$ cat src/rtl/fetch_pkg.sv
// Shared state encoding and field constants for the instruction fetch stage.
package fetch_pkg;

  typedef enum logic [1:0] {
    IDLE,
    REQ,
    WAIT,
    FULL
  } fetchState_e;

  localparam int INSTR_W = 32;
  localparam int OP_MSB  = 31;
  localparam int OP_LSB  = 26;
  localparam int PC_STEP = 4;

endpackage

$ cat src/rtl/fetch_ifid_reg.sv
// IF/ID holding register: captures a fetched word with its PC and holds it
// until the decode stage consumes it or a redirect flushes it.
module fetch_ifid_reg
  import fetch_pkg::*;
#(
  parameter int ADDR_W = 32
) (
  input  logic               clk_i,
  input  logic               rst_i,
  input  logic               load_i,
  input  logic               flush_i,
  input  logic [INSTR_W-1:0] instr_i,
  input  logic [ADDR_W-1:0]  pc_i,
  output logic [INSTR_W-1:0] instr_o,
  output logic [ADDR_W-1:0]  pc_o,
  output logic [ADDR_W-1:0]  pc_plus4_o,
  output logic               valid_o
);

  logic [INSTR_W-1:0] instr_q;
  logic [ADDR_W-1:0]  pc_q;
  logic [ADDR_W-1:0]  pcPlus4_q;
  logic               valid_q;

  // Flush only kills the valid bit; the stale payload is never observed as live.
  always_ff @(posedge clk_i or negedge rst_i) begin
    if (!rst_i) begin
      instr_q   <= '0;
      pc_q      <= '0;
      pcPlus4_q <= ADDR_W'(PC_STEP);
      valid_q   <= 1'b0;
    end else if (flush_i) begin
      valid_q <= 1'b0;
    end else if (load_i) begin
      instr_q   <= instr_i;
      pc_q      <= pc_i;
      pcPlus4_q <= pc_i + ADDR_W'(PC_STEP);
      valid_q   <= 1'b1;
    end
  end

  assign instr_o    = instr_q;
  assign pc_o       = pc_q;
  assign pc_plus4_o = pcPlus4_q;
  assign valid_o    = valid_q;

endmodule

$ cat src/rtl/fetch_unit.sv
// Instruction fetch stage: PC, single-outstanding memory handshake and IF/ID.
// Define FETCH_ALIGN_CHECK_EN to trap misaligned redirect targets and halt.
module fetch_unit
  import fetch_pkg::*;
#(
  parameter int               ADDR_W   = 32,
  parameter logic [ADDR_W-1:0] RESET_PC = '0
) (
  input  logic               clk_i,
  input  logic               rst_i,
  output logic               imem_req_o,
  output logic [ADDR_W-1:0]  imem_addr_o,
  input  logic               imem_rvalid_i,
  input  logic [INSTR_W-1:0] imem_rdata_i,
  input  logic               stall_i,
  input  logic               redirect_i,
  input  logic [ADDR_W-1:0]  redirect_pc_i,
  output logic [INSTR_W-1:0] instr_o,
  output logic [5:0]         op_o,
  output logic [ADDR_W-1:0]  pc_o,
  output logic [ADDR_W-1:0]  pc_plus4_o,
  output logic               instr_valid_o,
  output logic               misalign_o
);

  fetchState_e       state_q;
  logic [ADDR_W-1:0] pc_q;
  logic              discard_q;
  logic              redirBad;
  logic              halted;
  logic              ifidLoad;
  logic              ifidFlush;
  logic [ADDR_W-1:0] redirTarget;

  assign redirTarget = redirect_pc_i & {{(ADDR_W-2){1'b1}}, 2'b00};

`ifdef FETCH_ALIGN_CHECK_EN
  logic misalign_q;

  assign redirBad = redirect_i && (redirect_pc_i[1:0] != 2'b00);

  always_ff @(posedge clk_i or negedge rst_i) begin
    if (!rst_i) begin
      misalign_q <= 1'b0;
    end else if (redirBad) begin
      misalign_q <= 1'b1;
    end
  end

  assign misalign_o = misalign_q;
`else
  assign redirBad   = 1'b0;
  assign misalign_o = 1'b0;
`endif

  assign halted = misalign_o;

  assign imem_req_o  = (state_q == REQ) && !redirect_i;
  assign imem_addr_o = pc_q;

  assign ifidLoad  = (state_q == WAIT) && imem_rvalid_i && !discard_q && !redirect_i;
  assign ifidFlush = redirect_i || ((state_q == FULL) && !stall_i);

  // A response that arrives after a redirect belongs to the wrong path and is dropped.
  always_ff @(posedge clk_i or negedge rst_i) begin
    if (!rst_i) begin
      state_q   <= IDLE;
      pc_q      <= RESET_PC;
      discard_q <= 1'b0;
    end else if (redirBad) begin
      state_q   <= IDLE;
      discard_q <= 1'b0;
    end else begin
      if (redirect_i) begin
        pc_q <= redirTarget;
      end
      case (state_q)
        IDLE: begin
          if (!halted) begin
            state_q <= REQ;
          end
        end
        REQ: begin
          if (!redirect_i) begin
            state_q <= WAIT;
          end
        end
        WAIT: begin
          if (imem_rvalid_i) begin
            discard_q <= 1'b0;
            if (redirect_i || discard_q) begin
              state_q <= REQ;
            end else begin
              state_q <= FULL;
              pc_q    <= pc_q + ADDR_W'(PC_STEP);
            end
          end else if (redirect_i) begin
            discard_q <= 1'b1;
          end
        end
        FULL: begin
          if (redirect_i || !stall_i) begin
            state_q <= REQ;
          end
        end
        default: state_q <= IDLE;
      endcase
    end
  end

  fetch_ifid_reg #(
    .ADDR_W(ADDR_W)
  ) uIfid (
    .clk_i      (clk_i),
    .rst_i      (rst_i),
    .load_i     (ifidLoad),
    .flush_i    (ifidFlush),
    .instr_i    (imem_rdata_i),
    .pc_i       (pc_q),
    .instr_o    (instr_o),
    .pc_o       (pc_o),
    .pc_plus4_o (pc_plus4_o),
    .valid_o    (instr_valid_o)
  );

  assign op_o = instr_o[OP_MSB:OP_LSB];

endmodule

$ cat config.mk
export PLATFORM = sky130hd
export DESIGN_NAME = fetch_unit
export DESIGN_NICKNAME = d
export VERILOG_FILES = /design/src/rtl/fetch_pkg.sv /design/src/rtl/fetch_ifid_reg.sv /design/src/rtl/fetch_unit.sv
export SDC_FILE = /design/constraint.sdc
export NUM_CORES = 1
export LEC_CHECK = 0
export ABC_AREA = 1
export CAP_MARGIN = 20
export CORE_ASPECT_RATIO = 0.9
export CORE_MARGIN = 10
export CORE_UTILIZATION = 48
export DETAILED_ROUTE_END_ITERATION = 16
export PLACE_DENSITY = 0.84
export SLEW_MARGIN = 20
export SYNTH_ARGS = -nofsm -noshare
export SYNTH_HDL_FRONTEND = slang
export SYNTH_HIERARCHICAL = 1
export SYNTH_SLANG_ARGS = --single-unit
export TNS_END_PERCENT = 1
$ cat constraint.sdc
create_clock -name clk_i -period 2.6 [get_ports clk_i]
set_clock_uncertainty 0.05 [all_clocks]
set_input_delay 0.52 -clock clk_i [delete_from_list [all_inputs] [get_ports clk_i]]
set_output_delay 0.52 -clock clk_i [all_outputs]
set_load 0.01 [all_outputs]
* Word level (Yosys, flattened, before mapping)
Cells that the tools add are included.
** Operators by class
- Add/sub/neg operators :: 1
- Equal/unequal tests :: 6
- Mux-type cells :: 13
- Bitwise logic cells :: 1
- Reductions and logical operators :: 17
** Operators with widths (number)
- 2-to-1 mux 32 bit :: 4
- adder 32 x 3 -> 32 bit, second input constant :: 1
- 2-to-1 mux 2 bit :: 4
- one-hot mux 2 bit (4 select lines) :: 1
- logical AND 1 bit :: 5
- == test 2 bit, second input constant :: 2
- 2-to-1 mux 1 bit :: 4
- inequality test 2 bit, second input constant :: 2
- AND reduction 2 bit :: 2
- nonzero test 2 bit :: 2
- zero test 1 bit :: 3
- logical OR 1 bit :: 3
- AND reduction 3 bit :: 1
- == test 2 x 1 -> 1 bit, second input constant :: 1
- zero test 2 bit :: 1
- inequality test 2 x 1 -> 1 bit, second input constant :: 1
- inverter 1 bit :: 1
** Word-level totals
- Register bits :: 132
- Bits of input ports :: 69
- Logic and storage cells :: 45

* Longest topological paths before layout
Gate-level depths: netlist of the first run.
- Depth in word-level cells :: 6
- Mapped depth :: 13

* By module
The synthesis of the first run kept the hierarchy.
** By module, submodules not included
- fetch_ifid_reg :: times used 1, cells each 573, area an instance 4423.0 sq um
- fetch_unit :: times used 1, cells each 389, area an instance 2637.5 sq um

* Least setup slack after synthesis of the first run
OpenSTA, ideal clock, no wires.
- Path kind :: input -> register
- Start point :: in redirect_i
- End point :: reg uIfid.pc_q[5] (netlist: uIfid/pc_o[5])
- Arrival :: 1904 ps
- Data required time :: 2433 ps
- Setup slack :: 528 ps
- Stages :: 11
- Buffers on the path :: 5
- Cells stage by stage :: buf_6 > inv_1 > buf_2 > buf_2 > o21ai_0 > nor2_4 > inv_2 > buf_4 > buf_4 > nand2_1 > nand2_1
** On the way
- Cells in the longest elaborated chain, start to end :: 3
** RTL lines
- start, declared :: line fetch_unit.sv:16 : input logic redirect_i,
- logical OR 1 bit :: line fetch_unit.sv:62 : assign ifidFlush = redirect_i || ((state_q == FULL) && !stall_i);
- via ifidFlush :: line fetch_unit.sv:32 : logic ifidFlush;
- inverter 1 bit (no source line)
- AND reduction 2 bit (no source line)
- end signal, assigned :: line fetch_ifid_reg.sv:36 : pc_q <= pc_i;
- end, declared :: line fetch_ifid_reg.sv:21 : logic [ADDR_W-1:0] pc_q;
The timed path passes the listed nets, and every way through them passes these cells.
A chain may end at the register's enable or synchronous reset.

* Worst setup path after layout of the first run
- Start point :: in redirect_i
- End point :: out imem_req_o
** On the way
- Cells in the longest elaborated chain, start to end :: 2
** RTL lines
- zero test 1 bit
- logical AND 1 bit :: line fetch_unit.sv:58 : assign imem_req_o = (state_q == REQ) && !redirect_i;
- end, declared :: line fetch_unit.sv:11 : output logic imem_req_o,
Every way passes these cells.

==> results of run 1 <==
[worst paths after layout]
kind,startpoint,to,slack (ps),depth (start not counted)
setup / recovery,redirect_i,imem_req_o,290,3
hold / removal,rst_i,uIfid/instr_o[6],30,1
setup reg to reg,state_q[0],uIfid/pc_plus4_o[24],480,11
hold reg to reg,uIfid/instr_o[9],uIfid/instr_o[9],420,2
max in group asynchronous,rst_i,uIfid/pc_o[27],1760,2
min in group clk_i,uIfid/instr_o[9],uIfid/instr_o[9],420,2
[Yosys cell counts]
cell type / n
a211oi_1: 1
a21oi_1: 5
a31oi_1: 4
and2_1: 2
buf_2: 10
buf_4: 13
buf_6: 2
clkbuf_1: 14
clkbuf_8: 3
clkinv_1: 1
conb_1: 1
dfrtp_1: 129
dfstp_2: 1
ha_1: 5
inv_1: 86
inv_2: 3
mux2i_1: 2
nand2_1: 345
nand2_2: 7
nand2_4: 2
nand3_1: 81
nand3_2: 2
nand3b_1: 1
nand4_1: 5
nor2_1: 118
nor2_2: 11
nor2_4: 11
nor3_1: 3
nor3b_1: 1
o211ai_1: 14
o21a_1: 2
o21ai_0: 33
o21ai_1: 23
o21ai_2: 1
o22ai_1: 3
or2_2: 5
xnor2_1: 1
xor2_1: 11
[registers in the layout, indices dropped and copies added, names as in the netlist]
signal / cells
imem_addr_o: 32
uIfid/instr_o: 32
uIfid/pc_o: 32
uIfid/pc_plus4_o: 30
state_q: 2
discard_q: 1
uIfid/valid_o: 1
[power by group through the flow]
stage	Sequential, µW	Combinational [µW]	Clock (µW)
after global routing	3260	3460	2630
after floorplan	3420	1050	0
after CTS	3170	3220	2530
after detailed placement	3190	3190	0
after global placement	3150	3130	0
final	3170	3170	2490
[stage by stage]
| step | hold slack [ps] | instances | utilization | setup WS [ps] |
|---|---|---|---|---|
| floorplan | 174 | 962 | - | 528 |
| global placement | 402 | 1333 | 0.650 | 165 |
| detailed placement | 407 | 1333 | 0.650 | 92.8 |
| CTS | 35.1 | 1365 | 0.693 | 279 |
| global route | 53.1 | 1365 | 0.693 | 179 |
| finish | 28.6 | 1365 | 0.693 | 291 |
[cell families (layout without fill, tap and decap cells)]
logic type	count (synthesis)	count (layout)
adder cells (fa/ha/maj)	5	5
multiplexers	2	2
buffers and inverters	132	342
AO/OA/AOI/OAI	86	86
flip-flops	130	130
other	1	1
AND/OR/NAND/NOR	594	594
XOR/XNOR	12	12
[area by class of cell]
| type | instances | share of cell area |
|---|---|---|
| sequential | 130 | 0.330 |
| multi-input combinational | 700 | 0.325 |
| clock buffer | 19 | 0.0440 |
| clock inverter | 13 | 0.0188 |
| inverter | 90 | 0.0344 |
| tap | 193 | 0.0245 |
| timing repair buffer | 220 | 0.223 |
[layer usage]
layer	wire, µm	up-vias
li1	-	3404
met5	0	-
met2	10200	320
met1	9670	3276
met3	2030	33
met4	421	0
==> results.md, run 1 <==
- Ranking of synthesized cells by area: dfrtp_1 (46%), nand2_1 (18%), nor2_1 (6.3%)
- Worst Max-Slew Pin Slew: 526 ps
- Leakage: 0.00467 µW
- Post-layout minimum cycle time: 2310 ps
- Mux cell area share after synthesis: 0.00284
- Layout cells sized above 1: 0.0785
- Final Max Slew Viols: 0
- Via count: 7,033
- Worst EP arrival: 1740 ps
- Yosys reg bits: 130
- # setup viols final: 0
- Status: complete, no violations
- Total grt overflow: 0
- Max clock buf depth: 2
- ANT cells: 0
- Delay-heaviest family, CP: buffers and inverters
- Placeable Area: 14,200 µm²
- Final instance area: 9850 µm²
- Overall power: 8840 µW
- Reg clk slew, reported paths: 50 ps
- Avg Vias per Cell: 5.15
- Cell Area, Placed: 9230 µm²
- Critical-path cell list: clkdlybuf4s50_1 -> nor2_1 -> clkdlybuf4s50_1
- Register Area: 3250 µm²
- Starting density of the core: 0.497
- PwrDens: 897 nW/µm²
- GRT met1 Usage: 0.284
- Cell mode on critical path: clkdlybuf4s50_1
- Warnings, synthesis: 6
- Synthesized area: 7060 µm²
- Slowest cell delay on critical path: 550 ps
- Die height: 135 µm
- # IOs: 206
- Cells after Synth: 962
- RePlAce Congestion: 0.906
- CP endpoint kind: output pin
- Startpoint types: primary input
- Cell internal pwr: 5910 µW
- # hold bufs at CTS: 0
- # port buffers: 202
- H-tree levels: 4
- GR Util met3: 0.0685
- GR Util met2: 0.348
- Row cnt: 41
- Synth-to-Final Area Change: 39.5%
- Simple-gate share of the synthesized area: 0.358
- Resized cells post-CTS: 0
- Main combinational cell family by area after synthesis: simple AND/OR/NAND/NOR gates
- Fillers: 1,132
- Worst slew margin: 0.649
- Buf/Inv on CP: 2
- Worst min-delay path category: in2async
- CTS root buffer: clkbuf_16
- Gr usage total: 0.221
- DR WL/cell: 16.4 µm
- Antenna viol nets, final: 0
- Clock Sinks: 130
- Synthesized area per cell: 7.34 µm²
- Largest net degree at the start of global routing: 82
- Highest net fanout along the worst path: 5
- Commonest cells after routing, fill and taps aside: nand2_1 (345), clkdlybuf4s50_1 (201), dfrtp_1 (129)
- Clock latency on the worst-skew pair: 420 ps
- Period utilization: 0.888
- F_max: 0.433 GHz
- Complex-gate fraction of the synthesized area: 0.0688
- Dominant cell type by area after synthesis: dfrtp_1
- Multi-input logic area: 3200 µm²
- CTS buffer count: 17
- Detailed Route WL: 22,300 µm
- First-pass GRT wire length: 35,500 µm
- Post-synth top area share: 0.457
- Nets: 1,233
- Total Neg Setup Slack: 0 ps
- Maximum vdd drop: 511 µV
- Clock power frac: 0.282
- Die footprint: 20,000 µm²
- Netlist cell types: 38
- Setup bufs post-CTS: 0
- Hold Vio Cnt, Final: 0
- XOR/XNOR share of the synthesized area: 0.0149
- Comb pwr share: 0.359
- Sequential fraction of the synthesis area: 0.461
- Maxcap violations: 0
- Flop pwr share: 0.359
- Area share of fa/ha/maj cells after synthesis: 0.00886
- Iter 0 DRT Violations: 615
- Sw power: 2920 µW
- Post-DP HPWL: 16,600 µm
- Sw Ratio: 0.331
- DR pass1 iterations: 5
- Crit path max-delay cell type: clkdlybuf4s50_1
- Initial antenna violation count: 0
- RSZ-0062 raised after global routing: no
- Commonest non-fill, non-tap cell in the layout: nand2_1
- Die W: 148 µm
- Via count of the first global-routing pass: 6,814
- DR DRC count: 0
- Grt peak-use layer: met2
- Worst path required time: 2030 ps
- Critical path class: in2out
- CTS tree: done
- Synthesized Nets: 1,036
(Power assumes the default switching activity.)
==> run 2: changes to the inputs <==
--- a/config.mk
+++ b/config.mk
@@ -9,9 +9,9 @@
 export CAP_MARGIN = 20
 export CORE_ASPECT_RATIO = 0.9
 export CORE_MARGIN = 10
-export CORE_UTILIZATION = 48
+export CORE_UTILIZATION = 44
 export DETAILED_ROUTE_END_ITERATION = 16
-export PLACE_DENSITY = 0.84
+export PLACE_DENSITY = 0.81
 export SLEW_MARGIN = 20
 export SYNTH_ARGS = -nofsm -noshare
 export SYNTH_HDL_FRONTEND = slang
==> constraint.sdc (replaced) <==
create_clock -name clk_i -period 1.96 [get_ports clk_i]
set_clock_uncertainty 0.05 [all_clocks]
set_input_delay 0.392 -clock clk_i [delete_from_list [all_inputs] [get_ports clk_i]]
set_output_delay 0.392 -clock clk_i [all_outputs]
set_load 0.01 [all_outputs]
==> results.md, run 2 (same netlist as run 1, synthesis figures left out) <==
- Status: complete, no violations
- Antenna viol nets, final: 0 (unchanged)
- Commonest non-fill, non-tap cell in the layout: nand2_1
- Clock latency on the worst-skew pair: 420 ps (about the same)
- CTS root buffer: clkbuf_16
- Period utilization: 0.980
- Hold Path Cell Cnt: 2
- Total grt overflow: 0 (unchanged)
- Commonest cells after routing, fill and taps aside: nand2_1 (345), clkdlybuf4s50_1 (187), nor2_1 (117)
- Clock Sinks: 130 (unchanged)
- Max clock buf depth: 2 (unchanged)
- Worst EP arrival: 1480 ps (-260 ps)
- Sw power: 3840 µW (+31%)
- PwrDens: 1150 nW/µm² (+28%)
- Hold wc startpoint: uIfid/instr_o[17]
- DR DRC count: 0 (unchanged)
- Reg2Reg Depth: 11 (unchanged)
- Die W: 154 µm (+3.8%)
- Startpoint types: flop
- Setup slack at placement: -284 ps (-376 ps)
- Post-DP HPWL: 17,200 µm (+3.7%)
- Detailed Route WL: 22,600 µm (+1.2%)
- Maxcap violations: 0 (unchanged)
- Via count of the first global-routing pass: 7,051 (+3.5%)
- Hold Vio Cnt, Final: 0 (unchanged)
- H-tree levels: 4 (unchanged)
- CTS tree: done
- Post-layout minimum cycle time: 1920 ps
- Nets: 1,250 (+1.4%)
- Hold endpoint: uIfid/instr_o[17]
- Starting density of the core: 0.453 (-0.0443)
- CTS buffer count: 17 (unchanged)
- Leakage: 0.00481 µW (+3.0%)
- Synth-to-Final Area Change: 42.5%
- DR pass1 iterations: 5 (unchanged)
- # setup viols final: 0 (unchanged)
- Sw Ratio: 0.332 (+0.00152)
- Clock power frac: 0.270 (-0.012)
- Critical path class: reg2out
- Crit path max-delay cell type: clkdlybuf4s50_1
- DR WL/cell: 16.3 µm (-0.62%)
- Final instance area: 10,100 µm² (+2.1%)
- Avg Vias per Cell: 5.07 (-1.6%)
- Placeable Area: 15,600 µm² (+9.8%)
- Reg-to-reg endpoint: uIfid/pc_plus4_o[24]
- Buf/Inv on CP: 1 (-1)
- Gr usage total: 0.206 (-0.0153)
- Initial antenna violation count: 0 (unchanged)
- RePlAce Congestion: 0.938 (+3.5%)
- Critical-path cell list: clkdlybuf4s50_1
- Flop pwr share: 0.368 (+0.009)
- Die footprint: 21,500 µm² (+7.8%)
- Reg clk slew, reported paths: 60 ps (about the same)
- Maximum vdd drop: 760 µV (+49%)
- Slowest cell delay on critical path: 580 ps (+30 ps)
- RSZ-0062 raised after global routing: yes
- Layout cells sized above 1: 0.112 (+0.0335)
- Cell Area, Placed: 9400 µm² (+1.8%)
- Hold WS: 417 ps (+388 ps)
- Critical R2R Launch: state_q[0]
- Cell internal pwr: 7720 µW (+30%)
- Largest net degree at the start of global routing: 50 (-39%)
- # port buffers: 202 (unchanged)
- Fin worst setup slack: 38.3 ps (-253 ps)
- First-pass GRT wire length: 36,200 µm (+2.1%)
- Highest net fanout along the worst path: 8 (+3)
- Worst min-delay path category: reg2reg
- Row cnt: 43 (+4.9%)
- Iter 0 DRT Violations: 621 (+0.98%)
- Final Max Slew Viols: 0 (unchanged)
- ANT cells: 0 (unchanged)
- Comb pwr share: 0.361 (+0.002)
- Delay-heaviest family, CP: buffers and inverters
- FF-to-FF setup slack: 110 ps (-370 ps)
- # IOs: 206 (unchanged)
- Die height: 140 µm (+3.8%)
- Via count: 7,050 (+0.24%)
- CP endpoint kind: output pin
- F_max: 0.520 GHz
- Worst path required time: 1520 ps (-510 ps)
## run 2: cell type report
| type | instances | area (µm²) |
|---|---|---|
| Fill cell | 1346 | 5540 |
| Sequential cell | 130 | 3280 |
| Multi-Input combinational cell | 700 | 3210 |
| Timing Repair Buffer | 237 | 2390 |
| Clock buffer | 23 | 478 |
| Inverter | 90 | 340 |
| Tap cell | 202 | 253 |
| Clock inverter | 8 | 104 |
## run 2: power groups by stage
stage	registers, µW	logic, µW	clock network, µW
3_5_place_dp	4280	4220	0
5_1_grt	4370	4560	3290
4_1_cts	4260	4230	3180
6_report	4260	4180	3120
2_1_floorplan	4530	1390	0
3_3_place_gp	4240	4140	0
## run 2: stage by stage
step / power, µW / std cells / TNS (ps) / util
floorplan: 5920 / 962 / 0 / -
global placement: 8380 / 1357 / -16570 / 0.602
detailed placement: 8500 / 1357 / -20280 / 0.602
CTS: 11700 / 1389 / -60.9 / 0.642
global route: 12200 / 1390 / -7.05 / 0.645
finish: 11600 / 1390 / 0 / 0.645
## run 2: metal layers
layer,share of wire,global-route usage,vias to the layer above
li1,-,-,3446
met4,0.013,0.0566,0
met2,0.46,0.334,328
met1,0.43,0.255,3251
met5,0,0,-
met3,0.098,0.0716,25
## run 2: worst max-delay path by stage
stage,from,endpoint,slack [ps],cells after the start
floorplan,state_q[0],uIfid/pc_o[5],10,13
global placement,redirect_i,uIfid/pc_plus4_o[28],-240,11
detailed placement,redirect_i,uIfid/pc_plus4_o[12],-280,8
CTS,imem_addr_o[18],imem_addr_o[18],-60,1
global route,state_q[0],uIfid/pc_plus4_o[30],-7,11
finish,imem_addr_o[13],imem_addr_o[13],40,1
## run 2: worst reg2reg max path: stages, from the launching register on
cell     delay, ps
dfrtp_1        410
inv_1           90
ha_2           210
nand2_2         80
nor2_4          90
inv_2           50
nor2_4         160
inv_4           90
buf_12         160
nor2_1         160
nand3_1        120
nand3_1        110
## run 2: timing repair
item                                    in CTS  in global routing
hold endpoints to repair                    41                  0
buffers inserted                             0                  1
gates resized for setup                     29                 20
pin swaps                                    0                  0
endpoints found under the setup margin      25                 80
hold buffers                                 1                  0
==> run 3: changes to the inputs <==
--- a/config.mk
+++ b/config.mk
@@ -9,12 +9,12 @@
 export CAP_MARGIN = 20
 export CORE_ASPECT_RATIO = 0.9
 export CORE_MARGIN = 10
-export CORE_UTILIZATION = 44
+export CORE_UTILIZATION = 42
+export CTS_CLUSTER_DIAMETER = 120
 export DETAILED_ROUTE_END_ITERATION = 16
 export PLACE_DENSITY = 0.81
 export SLEW_MARGIN = 20
 export SYNTH_ARGS = -nofsm -noshare
 export SYNTH_HDL_FRONTEND = slang
-export SYNTH_HIERARCHICAL = 1
 export SYNTH_SLANG_ARGS = --single-unit
 export TNS_END_PERCENT = 1
==> results.md, run 3 <==
- Status: complete, no violations
- Dominant cell type by area after synthesis: dfrtp_1
- Layout cells sized above 1: 0.0685 (-0.0435)
- Ranking of synthesized cells by area: dfrtp_1 (53%), nand2_1 (24%), o21ai_0 (3.8%)
- Via count: 5,918 (-16%)
- Slowest cell delay on critical path: 580 ps (about the same)
- Maxcap violations: 0 (unchanged)
- Post-synth top area share: 0.526 (+0.0692)
- PwrDens: 1360 nW/µm² (+18%)
- Row cnt: 41 (-4.7%)
- Maximum vdd drop: 724 µV (-4.8%)
- Yosys reg bits: 130 (unchanged)
- # setup viols final: 0 (unchanged)
- Fin worst setup slack: 59.2 ps (+20.9 ps)
- RSZ-0062 raised after global routing: no
- Antenna viol nets, final: 0 (unchanged)
- Critical-path cell list: clkdlybuf4s50_1
- Top cells by count, synth: nand2_1 (385), dfrtp_1 (129), nor2_1 (55)
- Cells after Synth: 800 (-17%)
- Buf/Inv on CP: 1 (unchanged)
- Starting density of the core: 0.433 (-0.0194)
- Most frequent cell after synthesis: nand2_1
- Ys async rst share: 1.00 (unchanged)
- Avg Vias per Cell: 4.87 (-4.0%)
- Warnings, synthesis: 0 (-6)
- ANT cells: 0 (unchanged)
- Gr usage total: 0.203 (-0.00305)
- Leading register cell type out of synthesis: dfrtp_1
- Worst min-delay path category: in2async
- Netlist cell types: 26 (-32%)
- Crit path max-delay cell type: clkdlybuf4s50_1
- Largest net degree at the start of global routing: 43 (-14%)
- Highest net fanout along the worst path: 8 (unchanged)
- Period utilization: 0.970 (-0.0107)
- CP endpoint kind: output pin
- Max clock buf depth: 2 (unchanged)
- CTS buffer count: 17 (unchanged)
- Setup slack at placement: -56.8 ps (+227 ps)
- DR pass1 iterations: 5 (unchanged)
- Synthesized area: 6130 µm² (-13%)
- DR WL/cell: 16.5 µm (+1.2%)
- Die footprint: 19,800 µm² (-7.8%)
- Worst path required time: 1520 ps (about the same)
- Via count of the first global-routing pass: 6,029 (-14%)
- Clock Sinks: 130 (unchanged)
- Die height: 135 µm (-4.0%)
- Post-DP HPWL: 15,100 µm (-12%)
- DR DRC count: 0 (unchanged)
- Reg clk slew, reported paths: 60 ps (about the same)
- # IOs: 206 (unchanged)
- CTS tree: done
- Synthesized area per cell: 7.67 µm² (+4.4%)
- Critical path class: reg2out
- Iter 0 DRT Violations: 439 (-29%)
- Final Max Slew Viols: 0 (unchanged)
- Hold Vio Cnt, Final: 0 (unchanged)
- # port buffers: 202 (unchanged)
- Sequential fraction of the synthesis area: 0.531 (+0.0698)
- Delay-heaviest family, CP: buffers and inverters
- Detailed Route WL: 20,000 µm (-12%)
- Leakage: 0.00436 µW (-9.4%)
- Fillers: 1,236 (-8.2%)
- H-tree levels: 4 (unchanged)
- Startpoint types: flop
- F_max: 0.526 GHz (+1.1%)
- EDFF count, synth: 0 (unchanged)
- Placeable Area: 14,200 µm² (-9.3%)
- Hold WS: 383 ps (-34.0 ps)
- RePlAce Congestion: 0.955 (+1.8%)
- Initial antenna violation count: 0 (unchanged)
- Worst EP arrival: 1460 ps (-20 ps)
- Die W: 147 µm (-4.0%)
- Nets: 1,082 (-13%)
- Commonest cells after routing, fill and taps aside: nand2_1 (385), clkdlybuf4s50_1 (195), dfrtp_1 (125)
- First-pass GRT wire length: 32,200 µm (-11%)
- CTS root buffer: clkbuf_16
- Total grt overflow: 0 (unchanged)
- Synthesized Nets: 873 (-16%)
- Synth-to-Final Area Change: 47.9%
- Post-layout minimum cycle time: 1900 ps (-20.9 ps)
- Commonest non-fill, non-tap cell in the layout: nand2_1
- Setup bufs post-CTS: 0 (unchanged)
- Clock latency on the worst-skew pair: 420 ps (about the same)
==> run 3: final timing paths <==
kind,start,end,slack (ps),cells after the start
max,imem_addr_o[4],imem_addr_o[4],60,1
min,rst_i,imem_addr_o[22],380,2
max reg2reg,imem_addr_o[3],imem_addr_o[26],90,10
min reg2reg,uIfid.pc_plus4_o[4],uIfid.pc_plus4_o[4],420,2
max in group asynchronous,rst_i,imem_addr_o[16],850,3
min in group clk_i,uIfid.pc_plus4_o[4],uIfid.pc_plus4_o[4],420,2
==> run 3: repair_timing <==
action,CTS,global route
hold endpoints to repair,30,0
hold buffers,1,0
setup endpoints to repair,4,8
pin swaps,0,0
resized for setup,4,9
==> run 3: cell type report <==
class / count / area (µm²) / area share
well taps: 193 / 241 / 0.0266
multi-input cells: 577 / 2450 / 0.271
clock inverters: 8 / 126 / 0.0139
repair buffers: 232 / 2310 / 0.255
clock buffers: 24 / 482 / 0.0531
inverters: 51 / 194 / 0.0214
flip-flops and latches: 130 / 3260 / 0.359
==> run 3: kinds of logic (layout without fill, tap and decap cells) <==
logic type,count (synthesis),count (layout),synth area share
compound gates,89,89,0.0749
xor+xnor,11,11,0.0157
fa+ha+maj,4,4,0.00816
buf+inv,93,315,0.0690
flops,130,130,0.531
other cells,1,1,0.000612
simple gates,472,472,0.301
==> run 3: worst register-to-register path, cell delays in order (launching register included) <==
cell and delay, ps:
dfrtp_1 350, ha_1 310, nand3_1 270, inv_1 190, nand2_1 140, inv_1 150
nand2_1 70, nand2_1 50, nand2_1 70, nand2_1 60, nand2_1 50
==> run 3: through the flow <==
stage	setup TNS [ps]	instances	util	area [µm²]	total power (µW)
after floorplan	0	800	-	6130	6270
after global placement	-285	1182	0.597	8450	9040
after detailed placement	-1440	1182	0.597	8450	9180
after CTS	0	1215	0.640	9060	12500
after global routing	0	1215	0.641	9070	13200
final	0	1215	0.641	9070	12300
==> run 3: metal layers <==
layer	vias to the layer above	routed length, µm	track usage
li1	2891	-	-
met1	2765	8400	0.247
met2	237	9250	0.320
met3	25	1990	0.0845
met4	0	382	0.0693
met5	-	0	0
==> run 3: power by group <==
part | internal [µW] | total (µW) | switching (µW)
Clock | 2100 | 3260 | 1150
Combinational | 2510 | 4710 | 2190
Sequential | 3720 | 4380 | 663
